### src/rtl/fetch_stage_if.sv
// Fetch-stage bus: hazard/redirect inputs, instruction-memory port and IF/ID outputs.
// master = fetch_stage, slave = environment (memory, hazard unit, decode).
interface fetch_stage_if;
   localparam int unsigned XLEN = 32;

   logic            stall;
   logic            br_taken;
   logic [XLEN-1:0] br_target;
   logic            imem_en;
   logic [XLEN-1:0] imem_addr;
   logic [XLEN-1:0] imem_rdata;
   logic            id_valid;
   logic [XLEN-1:0] id_instr;
   logic [XLEN-1:0] id_pc;

   modport master (
      input  stall, br_taken, br_target, imem_rdata,
      output imem_en, imem_addr, id_valid, id_instr, id_pc
   );

   modport slave (
      output stall, br_taken, br_target, imem_rdata,
      input  imem_en, imem_addr, id_valid, id_instr, id_pc
   );
endinterface

### src/rtl/fetch_stage.sv
// Instruction-fetch stage: PC, in-flight request tag, IF/ID register and redirect flush.
// Optional macro FETCH_SKID_EN adds a skid register so memory need not hold rdata while disabled.
module fetch_stage #(
   parameter logic [31:0] RESET_PC = 32'd0
) (
   input  logic          clk,
   input  logic          reset,
   fetch_stage_if.master fif
);
   localparam int unsigned XLEN = 32;

   typedef enum logic [1:0] {
      S_FILL  = 2'd0,
      S_RUN   = 2'd1,
      S_STALL = 2'd2
   } state_e;

   state_e          state_q, state_d;
   logic [XLEN-1:0] pc_q, pc_d;
   logic            f_valid_q, f_valid_d;
   logic [XLEN-1:0] f_pc_q, f_pc_d;
   logic            id_valid_q, id_valid_d;
   logic [XLEN-1:0] id_instr_q, id_instr_d;
   logic [XLEN-1:0] id_pc_q, id_pc_d;
   logic [XLEN-1:0] load_instr_c;
   logic            hold_c;

   assign hold_c = fif.stall & ~fif.br_taken;

`ifdef FETCH_SKID_EN
   logic [XLEN-1:0] skid_q, skid_d;
   logic            held_q, held_d;

   // rdata is only fresh on the first held cycle; afterwards the memory may drift
   always_comb begin
      skid_d = skid_q;
      held_d = hold_c;
      if (hold_c && !held_q) begin
         skid_d = fif.imem_rdata;
      end
   end

   assign load_instr_c = held_q ? skid_q : fif.imem_rdata;
`else
   assign load_instr_c = fif.imem_rdata;
`endif

   // Next-state: redirect beats stall, stall freezes everything, otherwise issue and advance
   always_comb begin
      state_d    = state_q;
      pc_d       = pc_q;
      f_valid_d  = f_valid_q;
      f_pc_d     = f_pc_q;
      id_valid_d = id_valid_q;
      id_instr_d = id_instr_q;
      id_pc_d    = id_pc_q;

      if (fif.br_taken) begin
         pc_d       = fif.br_target;
         f_valid_d  = 1'b0;
         id_valid_d = 1'b0;
         state_d    = S_FILL;
      end else if (fif.stall) begin
         case (state_q)
            S_RUN:   state_d = S_STALL;
            S_STALL: state_d = S_STALL;
            default: state_d = S_FILL;
         endcase
      end else begin
         pc_d       = pc_q + XLEN'(1);
         f_valid_d  = 1'b1;
         f_pc_d     = pc_q;
         id_valid_d = f_valid_q;
         id_instr_d = load_instr_c;
         id_pc_d    = f_pc_q;
         case (state_q)
            S_FILL:  state_d = f_valid_d ? S_RUN : S_FILL;
            default: state_d = S_RUN;
         endcase
      end
   end

   always_ff @(posedge clk or negedge reset) begin
      if (!reset) begin
         state_q    <= S_FILL;
         pc_q       <= RESET_PC;
         f_valid_q  <= 1'b0;
         f_pc_q     <= '0;
         id_valid_q <= 1'b0;
         id_instr_q <= '0;
         id_pc_q    <= '0;
`ifdef FETCH_SKID_EN
         skid_q     <= '0;
         held_q     <= 1'b0;
`endif
      end else begin
         state_q    <= state_d;
         pc_q       <= pc_d;
         f_valid_q  <= f_valid_d;
         f_pc_q     <= f_pc_d;
         id_valid_q <= id_valid_d;
         id_instr_q <= id_instr_d;
         id_pc_q    <= id_pc_d;
`ifdef FETCH_SKID_EN
         skid_q     <= skid_d;
         held_q     <= held_d;
`endif
      end
   end

   // Request enable drops combinationally with reset so nothing is issued while held
   assign fif.imem_en   = reset & ~fif.stall;
   assign fif.imem_addr = pc_q;
   assign fif.id_valid  = id_valid_q;
   assign fif.id_instr  = id_instr_q;
   assign fif.id_pc     = id_pc_q;

endmodule
### src/flat_wrapper.sv
// flat-port wrapper written by rule: the top's interface ports become plain ports
module fetch_stage_flat 
#(
   parameter logic [31:0] RESET_PC = 32'd0
)
  (clk, reset, fif_stall, fif_br_taken, fif_br_target, fif_imem_rdata, fif_imem_en, fif_imem_addr, fif_id_valid, fif_id_instr, fif_id_pc);
  fetch_stage_if fif_i ();
  input  logic clk;
  input  logic reset;
  input wire logic [$bits(fif_i.stall)-1:0] fif_stall;
  input wire logic [$bits(fif_i.br_taken)-1:0] fif_br_taken;
  input wire logic [$bits(fif_i.br_target)-1:0] fif_br_target;
  input wire logic [$bits(fif_i.imem_rdata)-1:0] fif_imem_rdata;
  output wire logic [$bits(fif_i.imem_en)-1:0] fif_imem_en;
  output wire logic [$bits(fif_i.imem_addr)-1:0] fif_imem_addr;
  output wire logic [$bits(fif_i.id_valid)-1:0] fif_id_valid;
  output wire logic [$bits(fif_i.id_instr)-1:0] fif_id_instr;
  output wire logic [$bits(fif_i.id_pc)-1:0] fif_id_pc;
  assign fif_i.stall = fif_stall;
  assign fif_i.br_taken = fif_br_taken;
  assign fif_i.br_target = fif_br_target;
  assign fif_i.imem_rdata = fif_imem_rdata;
  assign fif_imem_en = fif_i.imem_en;
  assign fif_imem_addr = fif_i.imem_addr;
  assign fif_id_valid = fif_i.id_valid;
  assign fif_id_instr = fif_i.id_instr;
  assign fif_id_pc = fif_i.id_pc;
  fetch_stage #(.RESET_PC(RESET_PC)) u_core (.clk(clk), .reset(reset), .fif(fif_i));
endmodule
### config.mk
export PLATFORM = sky130hd
export DESIGN_NAME = fetch_stage_flat
export DESIGN_NICKNAME = d
export VERILOG_FILES = /design/src/rtl/fetch_stage_if.sv /design/src/rtl/fetch_stage.sv /design/src/flat_wrapper.sv
export SDC_FILE = /design/constraint.sdc
export NUM_CORES = 1
export LEC_CHECK = 0
export BUFFER_PORTS_ARGS = -buffer_cell sky130_fd_sc_hd__buf_4
export CAP_MARGIN = 30
export CORE_MARGIN = 4
export CORE_UTILIZATION = 51
export DETAILED_ROUTE_END_ITERATION = 8
export HOLD_SLACK_MARGIN = 0.12
export PLACE_DENSITY = 0.79
export SLEW_MARGIN = 20
export SYNTH_ARGS = -nofsm -noshare
export SYNTH_HDL_FRONTEND = slang
export SYNTH_SLANG_ARGS = --single-unit
### constraint.sdc
create_clock -name clk -period 2.3 [get_ports clk]
set_input_delay 0.23 -clock clk [delete_from_list [all_inputs] [get_ports clk]]
set_output_delay 0.23 -clock clk [all_outputs]
set_load 0.01 [all_outputs]
# After elaboration in Yosys (flattened, before gate mapping)

Cells that the tools add are included.

Bits in registers: 130
Input bits: 68
Word-level logic and storage cells: 18

Add/sub/neg operators: 1
Equality and inequality tests: 1
Mux-type cells: 6
Bitwise gates (word level): 3
Reductions and logical operators: 1

Operators by type and width:

| kind                                           | count |
|---|---|
| 2-to-1 mux 32 bit                              | 2 |
| adder 32 x 1 -> 32 bit (second input constant) | 1 |
| 2-to-1 mux 1 bit                               | 4 |
| != test 2 x 1 -> 1 bit (second input constant) | 1 |
| NOT 1 bit                                      | 2 |
| AND reduction 2 bit                            | 1 |
| bitwise AND 1 bit                              | 1 |

# Longest topological paths before layout

Word-level depth: 3
Depth in mapped cells: 6

# Worst setup path before layout

No wires, ideal clock.

Path kind: reg-to-reg
Start: register u_core.pc_q[15] (netlist: u_core.fif.imem_addr[15])
End: register u_core.pc_q[28] (netlist: u_core.fif.imem_addr[28])
Library setup time: 0.126 ns
Arrival time: 1.894 ns
Required time: 2.174 ns
Setup slack: 0.280 ns
Cell stages (with the launch flop): 6
Period minus slack after synthesis: 2.020 ns
Cells stage by stage: dfrtp_1 nand4_2 or4_4 buf_6 o311a_1 a221o_1

Cells in the longest elaborated chain, start to end: 3

RTL lines:

| element                | RTL line          | source |
|---|---|---|
| start, declared        | fetch_stage.sv:19 | `logic [XLEN-1:0] pc_q, pc_d;` |
| start signal, assigned | fetch_stage.sv:98 | `pc_q <= pc_d;` |
| adder 32 x 1 -> 32 bit | fetch_stage.sv:70 | `pc_d = pc_q + XLEN'(1);` |
| 2-to-1 mux 32 bit      | fetch_stage.sv:63 | `end else if (fif.stall) begin` |
| 2-to-1 mux 32 bit      | fetch_stage.sv:58 | `if (fif.br_taken) begin` |

No other way between the ends. The select of a mux whose other input is x is not followed.
A chain may end at the register's enable or synchronous reset.

# Final worst setup path

Start: register u_core.pc_q[17] (netlist: u_core.fif.imem_addr[17])
End: register u_core.pc_q[23] (netlist: u_core.fif.imem_addr[23])

The elaborated chain is that of the path after synthesis.

==> reports/results.ini <==
[critical_path]
cp.required_ns = 2.73
cp_slowest_stage_delay_ns = 0.70
cp-start-kind = flip-flop
path_buf_inv = 0
crit_arrival_ns = 2.56
critPathCaptureType = flip-flop
critPathKind = reg2reg
cp_slowest_cell = or4_4
crit_chain = nand4_2 > or4_4 > or4_1 > a31oi_1
r2r_setup_slack_ns = 0.17
crit_fanout = 22
path_delay_family = simple AND/OR/NAND/NOR gates

[place]
dp_hpwl_mm = 8.83
place.gp.congestion = 0.824
port_buffers = 165

[finish]
final_nets = 725
multi_input_area_mm2 = 0.00210
insertedDiodeCount = 0
nFillCells = 623
area_growth_pct = 47.3
regArea_mm2 = 0.00325
drive_above_1_share_pct = 44.8
fin_util_pct = 77.6

[logic_synthesis]
synthArstFlopShare_pct = 100
synth_edf_count = 0
yosysMostFrequentCell = dfrtp_1
ys_seq_elements = 130
synthTopCellsByArea = dfrtp_1, mux2_2, o21ai_0
synth.net_count = 490
yosys_warnings = 0
ys_types = 36
synth_flop_cell = dfrtp_1
synth_area_per_cell_um2 = 13.0
synth_cells = 421
synthesis.area_mm2 = 0.00546
synthTopCellsByCount = dfrtp_1, mux2_2, nand2_1
synth_seq_area_share_pct = 59.6
yosys.area.top_type = dfrtp_1
yosysTopAreaCellShare_pct = 59.6

[die]
rows = 37
core_mm2 = 0.0104
die_y_um = 111
start_util_pct = 52.7
die_area_mm2 = 0.0124
boundaryPins = 166
fp.dieW_um = 111

[routing]
initialDrtViolationCount = 236
routed_wl_mm = 14.1
firstDrtPassIters = 5
vias_per_cell = 5.48
vias = 4402
routedWlPerCell_um = 17.6
antenna_left = 0
drc_errors = 0

[sta]
drv_slew = 0
rsz0062_at_grt = no
fin_setup_tns_ns = 0
finClkSkew_ns = 0.00815
report.final.setup_viol = 0
fin_crit_ns = 2.13
slew_headroom_pct = 60.9
final-hold-violation-count = 0
tightest_slew_ns = 0.586
finalCritPeriodShare_pct = 92.6
fmax_mhz = 470

[clock_tree]
htreeDepth = 4
numClockSinks = 130
clkLatencyLatePin_ns = 0.51
holdBufCountCts = 67
clock_path_buffers = 2
cts_tree = built
cts.repair.resized = 0
post_cts_buffers = 0
clkSlewWorstSetupHoldPaths_ns = 0.06
root_buffer = clkbuf_8
cts_made_buffers = 17

[global_routing]
grt_pass1_wl_mm = 23.7
antenna_found_initial = 0
grt_pass1_vias = 4754
grt_max_degree = 102
gr-usage-all-layers_pct = 23.8
grt_overflow = 0

[hold_path]
hp-class = in2async

[power]
p_per_area_mw_per_mm2 = 840
p_leak_uw = 0.00359
ir_worst_vdd_uv = 451

[flow_run]
maxCapViolations = 0

[outcome]
outcome = finished, final reports clean

==> state kept, by name (all words and copies together), names as in the netlist <==
| register | flops |
|---|---|
| u_core.f_pc_q | 32 |
| u_core.f_valid_q | 1 |
| u_core.fif.id_instr | 32 |
| u_core.fif.id_pc | 32 |
| u_core.fif.id_valid | 1 |
| u_core.fif.imem_addr | 32 |
==> layout by cell type, fill, tap and decap left out, types with 4 or more instances in the layout <==
cell,Yosys,routed
a31oi_1,14,14
buf_4,0,172
clkbuf_1,21,4
clkbuf_16,0,16
clkinv_2,0,6
dfrtp_1,130,130
dlygate4sd3_1,0,67
mux2_2,96,96
nand2_1,25,25
nand3_1,12,12
nand4_1,12,12
nor2_1,19,18
o21ai_0,19,19
o31ai_1,7,7
or3_1,7,7
or4_1,8,8
xor2_1,10,10
==> kinds of logic after synthesis <==
kind of cell | synth area share [%]
adders and majority gates | 0.229
and+or+nand+nor | 9.96
xor gates and xnor gates | 1.76
buffers and inverters | 2.11
muxes | 20.2
AOI/OAI and AO/OA | 6.23
DFF | 59.6
==> layer usage <==
metal | vias to the layer above | track usage, % | part of all wire [%]
met5 | - | 0 | 0
met3 | 26 | 6.36 | 7.5
met2 | 204 | 39.5 | 49
met4 | 0 | 8.03 | 1.7
met1 | 2165 | 30.4 | 42
li1 | 2007 | - | -
==> through the flow <==
stage	hold slack, ns	area, um^2	setup slack, ns	power (uW)	std cells
after floorplan	-0.0656	5460	0.280	3560	421
after global placement	0.125	6860	0.283	4280	706
after detailed placement	0.128	6860	0.202	4330	706
after CTS	0.184	8050	0.173	6810	803
after global routing	0.226	8050	0.0116	7090	803
final	0.192	8050	0.171	6760	803
==> area by class of cell <==
cell class / instances / area share (%)
Tap cell: 136 / 2.11
Sequential cell: 130 / 40.4
Clock inverter: 7 / 0.746
Inverter: 3 / 0.140
Timing Repair Buffer: 241 / 24.8
Clock buffer: 23 / 5.68
Multi-Input combinational cell: 263 / 26.1
==> power by group <==
part	leakage, uW	internal [uW]	switching (uW)
clock network	0.000261	1460	905
logic	0.00179	844	577
registers	0.00153	2690	277
==> path summary, 6_finish.rpt <==
check | startpoint | end | depth (start not counted)
max | u_core.fif.imem_addr[17] | u_core.fif.imem_addr[23] | 4
min | reset | u_core.fif.id_pc[24] | 2
max reg2reg | u_core.fif.imem_addr[17] | u_core.fif.imem_addr[23] | 4
min reg2reg | u_core.f_pc_q[1] | u_core.f_pc_q[1] | 1
max in group asynchronous | reset | u_core.f_pc_q[22] | 3
min in group clk | fif_br_target[4] | u_core.fif.imem_addr[4] | 4
==> worst reg2reg max path: cells and delay by family, from the launching register on <==
kind            cells  cell delay, ns
simple gates        3            1.44
compound gates      1            0.17
flops               1            0.45
Power figures use the tool's default switching activity.
